<file path="src/rtl/disp_scan_ctrl.sv">
// disp_scan_ctrl: 7-segment scan controller; drives the external ring counter CE,
// tracks the active digit and inserts dead-time blanking. Define LZB_EN for leading-zero blanking.
module disp_scan_ctrl #(
  parameter int   DIGITS    = 4,
  parameter int   PRESC     = 1000,
  parameter int   BLANK_CYC = 50,
  parameter logic ACT_STATE = 1'b0,
  parameter logic SEG_ACT   = 1'b0
) (
  input  logic                       CLK,
  input  logic                       CLR,
  input  logic                       EN,
  input  logic [4*DIGITS-1:0]        DATA,
  input  logic [DIGITS-1:0]          DP,
  output logic                       RING_CE,
  output logic [$clog2(DIGITS)-1:0]  SLOT,
  output logic [DIGITS-1:0]          DIG_EN,
  output logic [7:0]                 SEG
);

  localparam int SW = $clog2(DIGITS);
  localparam int CW = $clog2(PRESC);

  localparam logic [1:0] S_IDLE  = 2'd0;
  localparam logic [1:0] S_BLANK = 2'd1;
  localparam logic [1:0] S_ON    = 2'd2;

  localparam logic [CW-1:0]     BLANK_LAST = CW'(BLANK_CYC - 1);
  localparam logic [CW-1:0]     CNT_LAST   = CW'(PRESC - 1);
  localparam logic [SW-1:0]     DIG_LAST   = SW'(DIGITS - 1);
  localparam logic [DIGITS-1:0] DIG_OFF    = {DIGITS{~ACT_STATE}};
  localparam logic [7:0]        SEG_OFF    = {8{~SEG_ACT}};

  logic [1:0]        state_q, state_d;
  logic [CW-1:0]     cnt_q, cnt_d;
  logic [SW-1:0]     slot_q, slot_d, slot_inc;
  logic              started_q, started_d;
  logic              ce_q, ce_d;
  logic [DIGITS-1:0] dig_q, dig_d, onehot;
  logic [7:0]        seg_q, seg_d, seg_raw;
  logic [3:0]        nib;
  logic [6:0]        glyph;
  logic              lead_zero;

  // {g,f,e,d,c,b,a}, active high
  function automatic logic [6:0] hex7(input logic [3:0] h);
    case (h)
      4'h0:    hex7 = 7'h3F;
      4'h1:    hex7 = 7'h06;
      4'h2:    hex7 = 7'h5B;
      4'h3:    hex7 = 7'h4F;
      4'h4:    hex7 = 7'h66;
      4'h5:    hex7 = 7'h6D;
      4'h6:    hex7 = 7'h7D;
      4'h7:    hex7 = 7'h07;
      4'h8:    hex7 = 7'h7F;
      4'h9:    hex7 = 7'h6F;
      4'hA:    hex7 = 7'h77;
      4'hB:    hex7 = 7'h7C;
      4'hC:    hex7 = 7'h39;
      4'hD:    hex7 = 7'h5E;
      4'hE:    hex7 = 7'h79;
      default: hex7 = 7'h71;
    endcase
  endfunction

`ifdef LZB_EN
  // digit blanks when it and every more-significant nibble is zero; dp still shown
  assign lead_zero = (slot_q != '0) && ((DATA >> {slot_q, 2'b00}) == '0);
`else
  assign lead_zero = 1'b0;
`endif

  assign nib      = DATA[{slot_q, 2'b00} +: 4];
  assign glyph    = lead_zero ? 7'h00 : hex7(nib);
  assign seg_raw  = {DP[slot_q], glyph};
  assign slot_inc = (slot_q == DIG_LAST) ? '0 : slot_q + SW'(1);

  always_comb begin
    onehot         = '0;
    onehot[slot_q] = 1'b1;
  end

  // cnt spans the whole slot: BLANK uses 0..BLANK_CYC-1, ON uses BLANK_CYC..PRESC-1
  always_comb begin
    state_d   = state_q;
    cnt_d     = cnt_q;
    slot_d    = slot_q;
    started_d = started_q;
    ce_d      = 1'b0;
    dig_d     = dig_q;
    seg_d     = seg_q;
    if (!EN) begin
      state_d = S_IDLE;
      cnt_d   = '0;
      dig_d   = DIG_OFF;
      seg_d   = SEG_OFF;
    end else begin
      case (state_q)
        S_IDLE: begin
          state_d   = S_BLANK;
          cnt_d     = '0;
          ce_d      = 1'b1;
          slot_d    = started_q ? slot_inc : '0;
          started_d = 1'b1;
          dig_d     = DIG_OFF;
          seg_d     = SEG_OFF;
        end
        S_BLANK: begin
          cnt_d = cnt_q + CW'(1);
          dig_d = DIG_OFF;
          seg_d = SEG_OFF;
          if (cnt_q == BLANK_LAST) begin
            state_d = S_ON;
            dig_d   = ACT_STATE ? onehot : ~onehot;
            seg_d   = SEG_ACT ? seg_raw : ~seg_raw;
          end
        end
        S_ON: begin
          cnt_d = cnt_q + CW'(1);
          if (cnt_q == CNT_LAST) begin
            state_d = S_BLANK;
            cnt_d   = '0;
            ce_d    = 1'b1;
            slot_d  = slot_inc;
            dig_d   = DIG_OFF;
            seg_d   = SEG_OFF;
          end
        end
        default: begin
          state_d = S_IDLE;
          cnt_d   = '0;
          dig_d   = DIG_OFF;
          seg_d   = SEG_OFF;
        end
      endcase
    end
  end

  always_ff @(posedge CLK or posedge CLR) begin
    if (CLR) begin
      state_q   <= S_IDLE;
      cnt_q     <= '0;
      slot_q    <= '0;
      started_q <= 1'b0;
      ce_q      <= 1'b0;
      dig_q     <= DIG_OFF;
      seg_q     <= SEG_OFF;
    end else begin
      state_q   <= state_d;
      cnt_q     <= cnt_d;
      slot_q    <= slot_d;
      started_q <= started_d;
      ce_q      <= ce_d;
      dig_q     <= dig_d;
      seg_q     <= seg_d;
    end
  end

  assign RING_CE = ce_q;
  assign SLOT    = slot_q;
  assign DIG_EN  = dig_q;
  assign SEG     = seg_q;

endmodule

</file>
<file path="config.mk">
export PLATFORM = sky130hd
export DESIGN_NAME = disp_scan_ctrl
export DESIGN_NICKNAME = d
export VERILOG_FILES = /design/src/rtl/disp_scan_ctrl.sv
export SDC_FILE = /design/constraint.sdc
export NUM_CORES = 1
export LEC_CHECK = 0
export BUFFER_PORTS_ARGS = -buffer_cell sky130_fd_sc_hd__buf_4
export CAP_MARGIN = 20
export CELL_PAD_IN_SITES_DETAIL_PLACEMENT = 0
export CELL_PAD_IN_SITES_GLOBAL_PLACEMENT = 1
export CORE_ASPECT_RATIO = 2
export CORE_UTILIZATION = 46
export CTS_BUF_LIST = sky130_fd_sc_hd__clkbuf_8
export CTS_CLUSTER_DIAMETER = 50
export DETAILED_ROUTE_END_ITERATION = 12
export GPL_TIMING_DRIVEN = 0
export HOLD_SLACK_MARGIN = 0.15
export PLACE_DENSITY_LB_ADDON = 0.1
export RECOVER_POWER = 25
export SLEW_MARGIN = 0
export SYNTH_ARGS = -nofsm -noshare
export SYNTH_HDL_FRONTEND = slang
export SYNTH_SLANG_ARGS = --single-unit
</file>
<file path="constraint.sdc">
create_clock -name CLK -period 3.5 [get_ports CLK]
set_input_delay 0.7 -clock CLK [delete_from_list [all_inputs] [get_ports CLK]]
set_output_delay 0.7 -clock CLK [all_outputs]
set_load 0.005 [all_outputs]
</file>
==> impl_metrics.csv <==
group,metric,value,unit
finish,num_antenna_cells,0,
finish,fillerInstances,368,
routing,wirelength,4.056,mm
place,port_buffers,36,
clock_tree,cts_buffer_depth,2,
sta,worstMarginPinSlew,1329,ps
worst_setup_path,required,3700,ps
synth,synth.avg_cell_area,9.796,um^2
sta,min_period_over_period,66.21,%
sta,max_freq,0.4315,GHz
grt,first_global_vias,1435,
floorplan,core_area,3646,um^2
synth,synth.top_cells.by_area,"dfrtp_1 (22%), dfstp_2 (18%), ha_1 (11%)",
clock_tree,htreeDepth,1,
synth,netlist_area,1783,um^2
floorplan,start_util,48.90,%
grt,track_usage,20.96,%
synth,synth.distinct_cells,39,
grt,grt_max_degree,29,
routing,dr.pass1.iters,4,
sta,slew_viol_final,0,
clock_tree,hold_buffers,0,
floorplan,dieHeight,90.05,um
routing,drtIter0Drc,32,
synth,yosysWarningCount,0,
clock_tree,root_buffer,"clkbuf_8",
worst_setup_path,worstPathArrival,2520,ps
sta,max_slew_margin,11.37,%
sta,tns,0,ps
place,hpwl,3.297,mm
power_and_ir_drop,power_leakage,0.9010,nW
place,preCtsSetupSlack,1072,ps
grt,grt_first_pass_wirelength,6.417,mm
clock_tree,insertion_delay,270,ps
synth,seq_area_frac_synth,40.14,%
sta,fin_ws,1183,ps
finish,area_delta_synth_final,21.33,%
routing,route.detailed.drc,0,
worst_hold_path,hold_class,"input pin to asynchronous set/reset pin",
sta,final-hold-violation-count,0,
floorplan,num_io_pins,38,
power_and_ir_drop,ir_worst_vdd,0.0003711,V
clock_tree,clk_pin_slew,90,ps
worst_setup_path,cp_max_fo,10,
clock_tree,cts_resized,0,
flow_run,cap_violations,0,
floorplan,num_rows,31,
finish,nNetsFinal,262,
routing,wl_per_cell,14.91,um
floorplan,die_area,4144,um^2
clock_tree,cts_buffers,3,
worst_setup_path,reg2reg_depth,8,
sta,period_minus_slack,2317,ps
routing,vias_per_cell,5.298,
grt,grt-ovfl-total,0,
clock_tree,cts_setup_buffers,0,
place,place.gp.congestion,0.7113,
worst_setup_path,endpoint_kind,"register",
finish,drive_above_1_share,29.15,%
power_and_ir_drop,power.density,530.3,nW/um^2
sta,finalClockSkew,4.655,ps
synth,synth_top_area_share,22.46,%
synth,netlist_instances,182,
synth,synth_top_area_cell,"dfrtp_1",
worst_setup_path,path_class,"register to register",
synth,ys_seq_elements,28,
routing,vias,1441,
clock_tree,clock-sinks,28,
clock_tree,tritoncts,"done",
sta,rsz0062_at_grt,"false",
sta,setup-violations-final,0,
run_status,status,"complete, no violations",
routing,drt.antenna.violating_nets,0,
synth,synth_nets,220,
grt,grt_antenna_before_repair,0,
worst_setup_path,critPathLaunchType,"register",
floorplan,die_x,46.02,um
metal layers:
metal	vias to the layer above	routed length, um	global-route usage (%)
li1	713	-	-
met1	693	1365	20.45
met2	30	2494	41.78
met3	5	146	1.205
met4	0	51	5.882
met5	-	0	0
final cells by class:
type / instances / area [um^2] / area share (%)
plain buffers: 7 / 52.55 / 2.429
clock buffers: 3 / 41.29 / 1.909
clock inverters: 1 / 3.754 / 0.1735
inverters: 10 / 37.54 / 1.735
multi-input cells: 137 / 977.2 / 45.17
flip-flops and latches: 28 / 715.7 / 33.08
well taps: 49 / 61.31 / 2.834
repair buffers: 37 / 274.0 / 12.67
sequential cells by signal, summed over array words and instances (netlist names):
signal and count:
SLOT 2, cnt_q 10, SEG 8, started_q 1
RING_CE 1, DIG_EN 4, state_q 2
where the power goes:
part           total [mW]  switching (mW)  leakage, nW  internal [mW]
registers           0.376          0.0307        0.338          0.346
logic               0.601           0.325        0.536          0.277
clock network       0.169          0.0908       0.0269         0.0786
total                1.15           0.446        0.901          0.701
worst paths after layout:
check                                       from                     to  slack (ps)
max in group asynchronous                    CLR     cnt_q[8]$_DFF_PP0_        1780
max                          SLOT[0]$_DFFE_PP0P_     SEG[0]$_DFFE_PP1P_        1180
max reg2reg                  SLOT[0]$_DFFE_PP0P_     SEG[0]$_DFFE_PP1P_        1180
min in group CLK           started_q$_DFFE_PP0P_  started_q$_DFFE_PP0P_         480
min                                          CLR     cnt_q[3]$_DFF_PP0_         280
min reg2reg                started_q$_DFFE_PP0P_  started_q$_DFFE_PP0P_         480
cells in the mapped netlist:
cell       number
nor2_1         30
a21oi_1        17
dfrtp_1        16
ha_1           15
nand2_1        14
dfstp_2        12
inv_1          10
xnor2_1         8
nand3_1         7
mux2i_1         5
o21ai_0         5
mux4_2          4
nor3_1          4
buf_2           3
buf_6           3
a22o_1          2
a31oi_1         2
nor2b_1         2
o2111ai_1       2
xor2_1          2
a21o_1          1
and2_1          1
and3_1          1
clkbuf_1        1
mux2_2          1
mux4_1          1
nand3b_1        1
nand4_1         1
nand4bb_1       1
nor2_4          1
nor3b_1         1
nor4b_1         1
o211ai_1        1
o211ai_2        1
o21a_1          1
o31a_1          1
o32a_1          1
or2_1           1
or2_4           1
cell usage in the layout (no fill, tap or decap), drive strengths merged, types with 2 or more instances in the layout:
master   count
buf         41
nor2        31
a21oi       17
dfrtp       16
ha          15
nand2       14
dfstp       12
inv         11
xnor2        8
nand3        7
clkbuf       6
o21ai        5
mux2i        5
mux4         5
nor3         4
a22o         2
o2111ai      2
xor2         2
nor2b        2
a31oi        2
or2          2
o211ai       2
worst max-delay path, stage by stage (launching register included):
cell	delay, ps
dfrtp_1	480
buf_6	190
mux4_2	580
inv_1	150
ha_1	330
nand2_1	80
o2111ai_1	110
o2111ai_1	130
a21oi_1	180
cells by family after synthesis:
logic type,count (synthesis),share of synthesized area (%)
buffers and inverters,17,5.052
multiplexers,11,9.965
XOR/XNOR,10,4.913
AO/OA/AOI/OAI,34,11.86
flip-flops,28,40.14
adder cells (fa/ha/maj),15,10.53
AND/OR/NAND/NOR,67,17.54
through the flow:
stage          std cells  cell area, um^2  util [%]  hold slack [ps]  power [mW]
2_1_floorplan        182             1783         -            427.1      0.8251
6_report             272             2163     59.33            278.6       1.147
3_5_place_dp         267             2115     58.00            463.7      0.9910
3_3_place_gp         267             2115     58.00            442.2      0.9672
4_1_cts              271             2160     59.23            484.0       1.162
5_1_grt              272             2163     59.33            267.6       1.238
No activity file was read; power rests on OpenSTA's default activity.
